## config.mk

```make
export PLATFORM = sky130hd
export DESIGN_NAME = multi_chan_start_counter
export DESIGN_NICKNAME = d
export VERILOG_FILES = /design/src/rtl/multi_chan_start_counter_pkg.sv /design/src/rtl/start_counter_chan.sv /design/src/rtl/multi_chan_start_counter.sv
export SDC_FILE = /design/constraint.sdc
export NUM_CORES = 1
export LEC_CHECK = 0
export ABC_AREA = 1
export CAP_MARGIN = 20
export CELL_PAD_IN_SITES_DETAIL_PLACEMENT = 0
export CELL_PAD_IN_SITES_GLOBAL_PLACEMENT = 1
export CORE_AREA = 2 2 113 136
export DETAILED_ROUTE_END_ITERATION = 8
export DIE_AREA = 0 0 115 138
export GPL_TIMING_DRIVEN = 0
export PLACE_DENSITY_LB_ADDON = 0.1
export SYNTH_ARGS = -nofsm -noshare
export SYNTH_HDL_FRONTEND = slang
export SYNTH_HIERARCHICAL = 1
export SYNTH_SLANG_ARGS = --single-unit
export TNS_END_PERCENT = 20
```

## constraint.sdc

```tcl
create_clock -name clk -period 1.6 [get_ports clk]
set_clock_uncertainty 0.15 [all_clocks]
set_input_delay 0.24 -clock clk [delete_from_list [all_inputs] [get_ports clk]]
set_output_delay 0.24 -clock clk [all_outputs]
set_load 0.01 [all_outputs]
```

## src/rtl/multi_chan_start_counter_pkg.sv

```systemverilog
// rtl/multi_chan_start_counter_pkg.sv - shared types for the multi-channel start counter
//
// Purpose: mode and per-channel FSM state encodings used by the counter
//          channel and the top level.
// Contents:
//   cnt_mode_e  - count mode latched at start (reserved code acts as one-shot)
//   cnt_state_e - per-channel FSM state

package multi_chan_start_counter_pkg;

    typedef enum logic [1:0] {
        CNT_ONESHOT = 2'd0,
        CNT_WRAP    = 2'd1,
        CNT_SAT     = 2'd2,
        CNT_RSVD    = 2'd3
    } cnt_mode_e;

    typedef enum logic [1:0] {
        ST_IDLE = 2'd0,
        ST_RUN  = 2'd1,
        ST_HOLD = 2'd2
    } cnt_state_e;

endpackage

```

## src/rtl/start_counter_chan.sv

```systemverilog
// rtl/start_counter_chan.sv - one channel of the start/count timer
//
// Purpose: FSM, counter and latched mode/limit for a single channel.
// Ports:
//   i_clk, i_reset      - clock and synchronous active-high reset
//   i_start, i_stop     - start/restart and abort requests (start wins)
//   i_tick              - count enable while running
//   i_mode, i_limit     - mode and terminal value, latched on start
//   o_count             - registered current count
//   o_busy              - channel in RUN or HOLD
//   o_done, o_wrap      - single-cycle event pulses

module start_counter_chan
    import multi_chan_start_counter_pkg::*;
#(
    parameter int WIDTH = 8
) (
    input  logic             i_clk,
    input  logic             i_reset,
    input  logic             i_start,
    input  logic             i_stop,
    input  logic             i_tick,
    input  logic [1:0]       i_mode,
    input  logic [WIDTH-1:0] i_limit,
    output logic [WIDTH-1:0] o_count,
    output logic             o_busy,
    output logic             o_done,
    output logic             o_wrap
);

    cnt_state_e       r_state;
    cnt_mode_e        r_mode;
    logic [WIDTH-1:0] r_limit;
    logic [WIDTH-1:0] r_count;
    logic             r_done;
    logic             r_wrap;

    cnt_state_e       w_next_state;
    logic [WIDTH-1:0] w_count_next;
    logic             w_done_next;
    logic             w_wrap_next;
    logic             w_at_limit;
    logic             w_advance;

    assign w_at_limit = (r_count == r_limit);
    // Counting and limit handling only happen on enabled cycles in RUN.
    assign w_advance  = (r_state == ST_RUN) && i_tick;

    // State, counter and latched configuration registers
    always_ff @(posedge i_clk) begin
        if (i_reset) begin
            r_state <= ST_IDLE;
            r_mode  <= CNT_ONESHOT;
            r_limit <= '0;
            r_count <= '0;
            r_done  <= 1'b0;
            r_wrap  <= 1'b0;
        end else begin
            r_state <= w_next_state;
            r_count <= w_count_next;
            r_done  <= w_done_next;
            r_wrap  <= w_wrap_next;
            if (i_start) begin
                r_mode  <= cnt_mode_e'(i_mode);
                r_limit <= i_limit;
            end
        end
    end

    // Next-state logic
    always_comb begin
        w_next_state = r_state;
        if (i_start) begin
            w_next_state = ST_RUN;
        end else if (i_stop && (r_state != ST_IDLE)) begin
            w_next_state = ST_IDLE;
        end else if (w_advance && w_at_limit) begin
            case (r_mode)
                CNT_WRAP: w_next_state = ST_RUN;
                CNT_SAT:  w_next_state = ST_HOLD;
                default:  w_next_state = ST_IDLE;
            endcase
        end
    end

    // Counter and event pulse next values; a restart or stop suppresses
    // any event that the current cycle would otherwise have produced.
    always_comb begin
        w_count_next = r_count;
        w_done_next  = 1'b0;
        w_wrap_next  = 1'b0;
        if (i_start) begin
            w_count_next = '0;
        end else if (i_stop && (r_state != ST_IDLE)) begin
            w_count_next = r_count;
        end else if (w_advance) begin
            if (w_at_limit) begin
                case (r_mode)
                    CNT_WRAP: begin
                        w_count_next = '0;
                        w_wrap_next  = 1'b1;
                    end
                    CNT_SAT:  w_wrap_next = 1'b1;
                    default:  w_done_next = 1'b1;
                endcase
            end else begin
                // count < limit here, so the increment cannot overflow
                w_count_next = r_count + WIDTH'(1);
            end
        end
    end

    // Outputs
    always_comb begin
        o_busy  = (r_state != ST_IDLE);
        o_count = r_count;
        o_done  = r_done;
        o_wrap  = r_wrap;
    end

endmodule

```

## src/rtl/multi_chan_start_counter.sv

```systemverilog
// rtl/multi_chan_start_counter.sv - NCHAN independent start/count timers
//
// Purpose: replicates start_counter_chan NCHAN times and slices the packed
//          per-channel buses.
// Ports:
//   clk, reset          - clock and synchronous active-high reset
//   start, stop         - per-channel start/restart and abort requests
//   mode [2*NCHAN]      - per-channel mode, bits [2i+1:2i]
//   limit [WIDTH*NCHAN] - per-channel terminal value
//   tick [NCHAN]        - per-channel count enable (MULTI_CHAN_START_COUNTER_PRESCALE_EN only)
//   count [WIDTH*NCHAN] - per-channel registered count
//   busy, done, wrap    - per-channel status and event pulses
// Build option: MULTI_CHAN_START_COUNTER_PRESCALE_EN adds the tick input;
//               without it every channel counts every cycle.

module multi_chan_start_counter #(
    parameter int WIDTH = 8,
    parameter int NCHAN = 4
) (
    input  logic                   clk,
    input  logic                   reset,
    input  logic [NCHAN-1:0]       start,
    input  logic [NCHAN-1:0]       stop,
    input  logic [2*NCHAN-1:0]     mode,
    input  logic [WIDTH*NCHAN-1:0] limit,
`ifdef MULTI_CHAN_START_COUNTER_PRESCALE_EN
    input  logic [NCHAN-1:0]       tick,
`endif
    output logic [WIDTH*NCHAN-1:0] count,
    output logic [NCHAN-1:0]       busy,
    output logic [NCHAN-1:0]       done,
    output logic [NCHAN-1:0]       wrap
);

    logic [NCHAN-1:0] w_tick;

`ifdef MULTI_CHAN_START_COUNTER_PRESCALE_EN
    assign w_tick = tick;
`else
    assign w_tick = '1;
`endif

    for (genvar gi = 0; gi < NCHAN; gi++) begin : g_chan
        start_counter_chan #(
            .WIDTH (WIDTH)
        ) u_chan (
            .i_clk   (clk),
            .i_reset (reset),
            .i_start (start[gi]),
            .i_stop  (stop[gi]),
            .i_tick  (w_tick[gi]),
            .i_mode  (mode[2*gi +: 2]),
            .i_limit (limit[WIDTH*gi +: WIDTH]),
            .o_count (count[WIDTH*gi +: WIDTH]),
            .o_busy  (busy[gi]),
            .o_done  (done[gi]),
            .o_wrap  (wrap[gi])
        );
    end

endmodule

```

; Yosys cells after proc, flatten, opt, wreduce, memory -nomap -nowiden
; Cells that the tools add are included.
[word_totals]
register_bits = 88
word_cells = 132
input_bits = 50
[classes]
n_eq_ne = 20
n_bitwise = 12
n_reduce_logical = 36
n_mux = 32
n_addsub = 4
[ops]
columns = op, n
row1 = two-way mux 8 bit, 8
row2 = "adder 8 x 1 -> 8 bit, second input constant", 4
row3 = equality test 8 bit, 4
row4 = two-way mux 1 bit, 20
row5 = OR reduction 5 bit, 4
row6 = "equality test 2 x 1 -> 1 bit, second input constant", 8
row7 = case mux 2 bit (2 select lines), 4
row8 = OR reduction 2 bit, 8
row9 = NOT 1 bit, 12
row10 = AND reduction 3 bit, 4
row11 = nonzero test 3 bit, 4
row12 = OR reduction 3 bit, 4
row13 = "equality test 2 bit, second input constant", 4
row14 = logical AND 1 bit, 8
row15 = "inequality test 2 bit, second input constant", 4
row16 = nonzero test 2 bit, 4

; Longest topological paths before layout
[logic_depth]
word_depth = 5
ltp_mapped = 11
mapped_depth_nobuf = 11

; By module
; Netlist, hierarchy kept.
[modules_own_cells]
columns = mod, cells_each, n_inst, seq_area_each_um2, area_per_inst_um2
row1 = start_counter_chan, 204, 4, 440.4, 1321.3
row2 = multi_chan_start_counter, 1, 1, 0.0, 3.8

; Least setup slack after synthesis
; Ideal clock, no wire load.
[synth_path]
path_type = register -> register
start = register g_chan[0].u_chan.r_count[0]
end = register g_chan[0].u_chan.r_count[6]
setup_slack_ns = 0.099
synth_period_minus_slack_ns = 1.501
path_stages_with_launch = 10
path_buffers = 0
t_arrival_ns = 1.238
required_ns = 1.337
cell_sequence = dfxtp_1 -> ha_1 -> nand2_1 -> nor2_1 -> nand2_1 -> xor2_1 -> nand2_1 -> nand3_1 -> nand2_1 -> nor2_1
[synth_between]
elab_chain_cells = 3
word_cells_on_any_way = 5
classes_between = add/sub (1) / eq/ne (2) / mux (1) / reduce/logical (1)
[synth_lines]
columns = item, line_no
row1 = start: declaration, start_counter_chan.sv:34  ; logic [WIDTH-1:0] r_count;
row2 = start signal: assignment, start_counter_chan.sv:60  ; r_count <= w_count_next;
row3 = "parallel branches: the longest is 3 deep, another holds adder 8 x 1 -> 8 bit", n/a
; Several ways; the timed one is not identified.
; A chain may end at the register's enable or synchronous reset.

; Worst setup path in the final report
[layout_path]
start = register g_chan[1].u_chan.r_count[6]
end = register g_chan[1].u_chan.r_count[0]
[layout_between]
elab_chain_cells = 3
word_cells_on_any_way = 4
classes_between = eq/ne (2) / mux (1) / reduce/logical (1)
[layout_lines]
columns = item, line_no
row1 = start: declaration, start_counter_chan.sv:34
row2 = start signal: assignment, start_counter_chan.sv:60
row3 = equality test 8 bit *, start_counter_chan.sv:45  ; assign w_at_limit = (r_count == r_limit);
row4 = inequality test 2 bit (no line), n/a
row5 = AND reduction 3 bit (no line), n/a
; Every way passes the cells marked *; elsewhere a longest branch is shown, timed or not.

==> flow_summary.yaml <==
routing:
  first_pass_iters: 4
  wl_um: 14100
  routedWlPerCell_um: 12.6
  ant_nets: 0
  drc_errors: 0
  dr.first_iter.drc_count: 281
  vias: 5200
  vias_per_cell: 4.67
clock_tree:
  path_clk_slew_ns: 0.07
  clock-sinks: 88
  insertion_delay_ns: 0.34
  ctsHoldBuffers: 0
  cts_tree: "yes"
  htree_levels: 3
  cts_buffers: 9
  cts_root_buf: "clkbuf_16"
  clockBufferDepth: 2
synthesis:
  avgSynthCellArea_um2: 6.47
  netlist_area_mm2: 0.00529
  synth_cell_types: 27
  yosysSeqAreaShare_pct: 33.3
  ys.warnings.count: 6
  synthCells: 817
  ys_seq_elements: 88
critical_path:
  reg2reg_depth: 9
  arrival_ns: 1.63
  cp_num_buf_inv: 1
  reg2reg_slack_ns: 0.05
  r2r_end: "g_chan[1].u_chan/o_count[0]"
  startpoint_type: "register"
  crit_chain: "inv_1 -> nand2_1 -> nand2_1 -> nor2_1 -> nand2_1 -> nor2_2 -> nor2_1 -> o21ai_0 -> nor2_1"
  critPathMaxStageDelay_ns: 0.40
  r2r-start: "g_chan[1].u_chan/o_count[6]"
  path_delay_family: "simple AND/OR/NAND/NOR gates"
  crit_fanout: 6
  worstPathRequired_ns: 1.69
  end_kind: "register"
  cp_slowest_cell: "dfxtp_4"
  path_class: "reg2reg"
final_layout:
  syn_to_final_growth_pct: 34.0
  fin_nets: 993
  diodes: 0
  fill_cells: 1527
  drive_above_1_share_pct: 19.2
  design_area_mm2: 0.00709
floorplan:
  core_mm2: 0.0147
  rows: 49
  start_util_pct: 35.9
  dieArea_mm2: 0.0159
  die_w_um: 115
  dieHeight_um: 138
  pin_count: 94
timing:
  holdWs_ns: 0.325
  rsz0062_at_grt: "yes"
  slew_headroom_pct: 59.3
  finalCritPeriodShare_pct: 96.6
  slew_viol_final: 0
  period_needed_ns: 1.55
  fmax_ghz: 0.647
  setup_viol: 0
  tightest_slew_ns: 0.611
  hold_violations: 0
run:
  maxCapViolations: 0
global_routing:
  grt_overflow: 0
  grt.total_usage_pct: 17.7
  grt_max_degree: 15
  grt_antenna_before_repair: 0
  grt_pass1_vias: 4771
  grt_pass1_wl_um: 22600
place:
  place.gp.congestion: 0.818
  numPortBuffers: 93
  hpwlAfterDp_um: 10400
  place_area_mm2: 0.00645
pwr:
  irDropWorstVdd_v: 0.000524
  p_leak_uw: 0.00335
  powerDensity_mw_per_mm2: 781
hold_path:
  min_to: "g_chan[0].u_chan/r_limit[2]"
  hp-start: "limit[2]"
  hold_depth: 3
  hold_class: "in2reg"
run_status:
  status: "complete, no violations"
-- timing repair --
item / CTS / global route
setup endpoints to repair: 103 / 44
gates cloned: 0 / 2
gates resized for setup: 65 / 92
buffers inserted: 0 / 7
pin swaps: 0 / 29
-- per-layer routing --
layer | vias to the layer above | share of wire, % | global-route usage (%)
li1 | 2734 | - | -
met1 | 2334 | 45 | 22.6
met2 | 113 | 49 | 29.9
met3 | 19 | 4.3 | 2.89
met4 | 0 | 1.8 | 6.40
met5 | - | 0 | 0
-- kinds of logic after synthesis --
logic type | count (synthesis) | share of synthesized area [%]
compound gates | 56 | 7.48
xor+xnor | 24 | 4.54
fa+ha+maj | 12 | 2.84
buf+inv | 156 | 11.7
flops | 88 | 33.3
other cells | 1 | 0.0709
simple gates | 480 | 40.0
-- cell usage in the layout, fill, tap and decap left out, types with 3 or more instances in the layout --
cell and count:
a211oi_1 36, a21boi_2 4, a21oi_1 12, buf_2 7, buf_4 7, clkbuf_1 9
clkbuf_16 9, clkdlybuf4s50_1 48, clkinv_1 12, conb_1 4, dfxtp_1 53, dfxtp_2 14
dfxtp_4 21, dlygate4sd2_1 37, dlymetal6s2s_1 8, ha_1 8, ha_4 3, inv_1 104
inv_2 18, nand2_1 229, nand2_2 33, nand2_4 6, nand3_1 51, nand3_2 3
nand3_4 4, nand4_1 8, nor2_1 112, nor2_2 18, nor2_4 14, nor3_1 4
o21ai_0 4, xnor2_1 4, xnor2_2 8, xor2_1 12
-- cell usage after synthesis --
cell type / instances / share of area, %
nand2_1: 244 / 17
nor2_1: 124 / 8.8
inv_1: 108 / 7.7
dfxtp_1: 88 / 33
nand3_1: 52 / 4.9
a211oi_1: 36 / 5.1
nand2_2: 20 / 2.4
inv_2: 16 / 1.1
a21oi_1: 12 / 1.1
clkinv_1: 12 / 0.85
ha_1: 12 / 2.8
nor2_2: 12 / 1.4
xor2_1: 12 / 2.0
clkbuf_1: 8 / 0.57
nand4_1: 8 / 0.95
nor2_4: 8 / 1.7
xnor2_1: 8 / 1.3
a21boi_2: 4 / 0.85
buf_1: 4 / 0.28
buf_2: 4 / 0.38
buf_6: 4 / 0.85
nand2_4: 4 / 0.85
nand3_4: 4 / 1.3
nor3_1: 4 / 0.38
o21ai_0: 4 / 0.38
xnor2_2: 4 / 1.2
conb_1: 1 / 0.071
-- worst max path at each step --
| stage | startpoint | endpoint | slack, ns | depth (start not counted) |
|---|---|---|---|---|
| detailed placement | reset | g_chan[3].u_chan/r_mode[1] | -0.52 | 3 |
| global placement | reset | g_chan[3].u_chan/r_limit[1] | -0.51 | 3 |
| floorplan | g_chan[0].u_chan/o_count[0] | g_chan[0].u_chan/o_count[6] | 0.1 | 9 |
| CTS | g_chan[3].u_chan/o_count[0] | count[24] | -0.08 | 1 |
| global route | g_chan[2].u_chan/r_limit[5] | g_chan[2].u_chan/o_count[6] | -0.05 | 10 |
| finish | g_chan[1].u_chan/o_count[6] | g_chan[1].u_chan/o_count[0] | 0.05 | 9 |
-- worst reg2reg max path, cell delays in order, from the launching register on --
cell	delay, ns
dfxtp_4	0.40
inv_1	0.08
nand2_1	0.06
nand2_1	0.04
nor2_1	0.15
nand2_1	0.09
nor2_2	0.18
nor2_1	0.09
o21ai_0	0.15
nor2_1	0.05
-- layout make-up --
| class | count | area (um2) | area share, % |
|---|---|---|---|
| multi-input cells | 578 | 3120 | 44.0 |
| well taps | 178 | 223 | 3.14 |
| clock inverters | 5 | 80.1 | 1.13 |
| flip-flops and latches | 88 | 1860 | 26.2 |
| plain buffers | 18 | 91.3 | 1.29 |
| repair buffers | 100 | 957 | 13.5 |
| inverters | 136 | 515 | 7.27 |
| clock buffers | 11 | 243 | 3.42 |
-- where the power goes --
| group | internal [uW] | switching (uW) |
|---|---|---|
| registers | 2240 | 71.9 |
| clock network | 1410 | 900 |
| logic | 381 | 530 |
| total | 4040 | 1500 |
-- state kept, by name (all words and copies together), names as in the netlist --
register and flops:
g_chan.u_chan/o_done 4, g_chan.u_chan/o_count 32, g_chan.u_chan/r_state 8, g_chan.u_chan/r_limit 32, g_chan.u_chan/r_mode 8, g_chan.u_chan/o_wrap 4
-- per-stage QoR --
stage               total power, uW  util (%)  setup WS [ns]  std cells  setup TNS, ns
floorplan                      2950         -         0.0992        820              0
global placement               3250      43.9         -0.509       1091         -35.07
detailed placement             3260      43.9         -0.525       1091         -36.08
CTS                            5600      46.0        -0.0803       1107        -0.0803
global route                   5850      48.2        -0.0457       1114         -0.102
finish                         5540      48.2         0.0546       1114              0
Note: power is estimated with default switching activity, not from simulation.
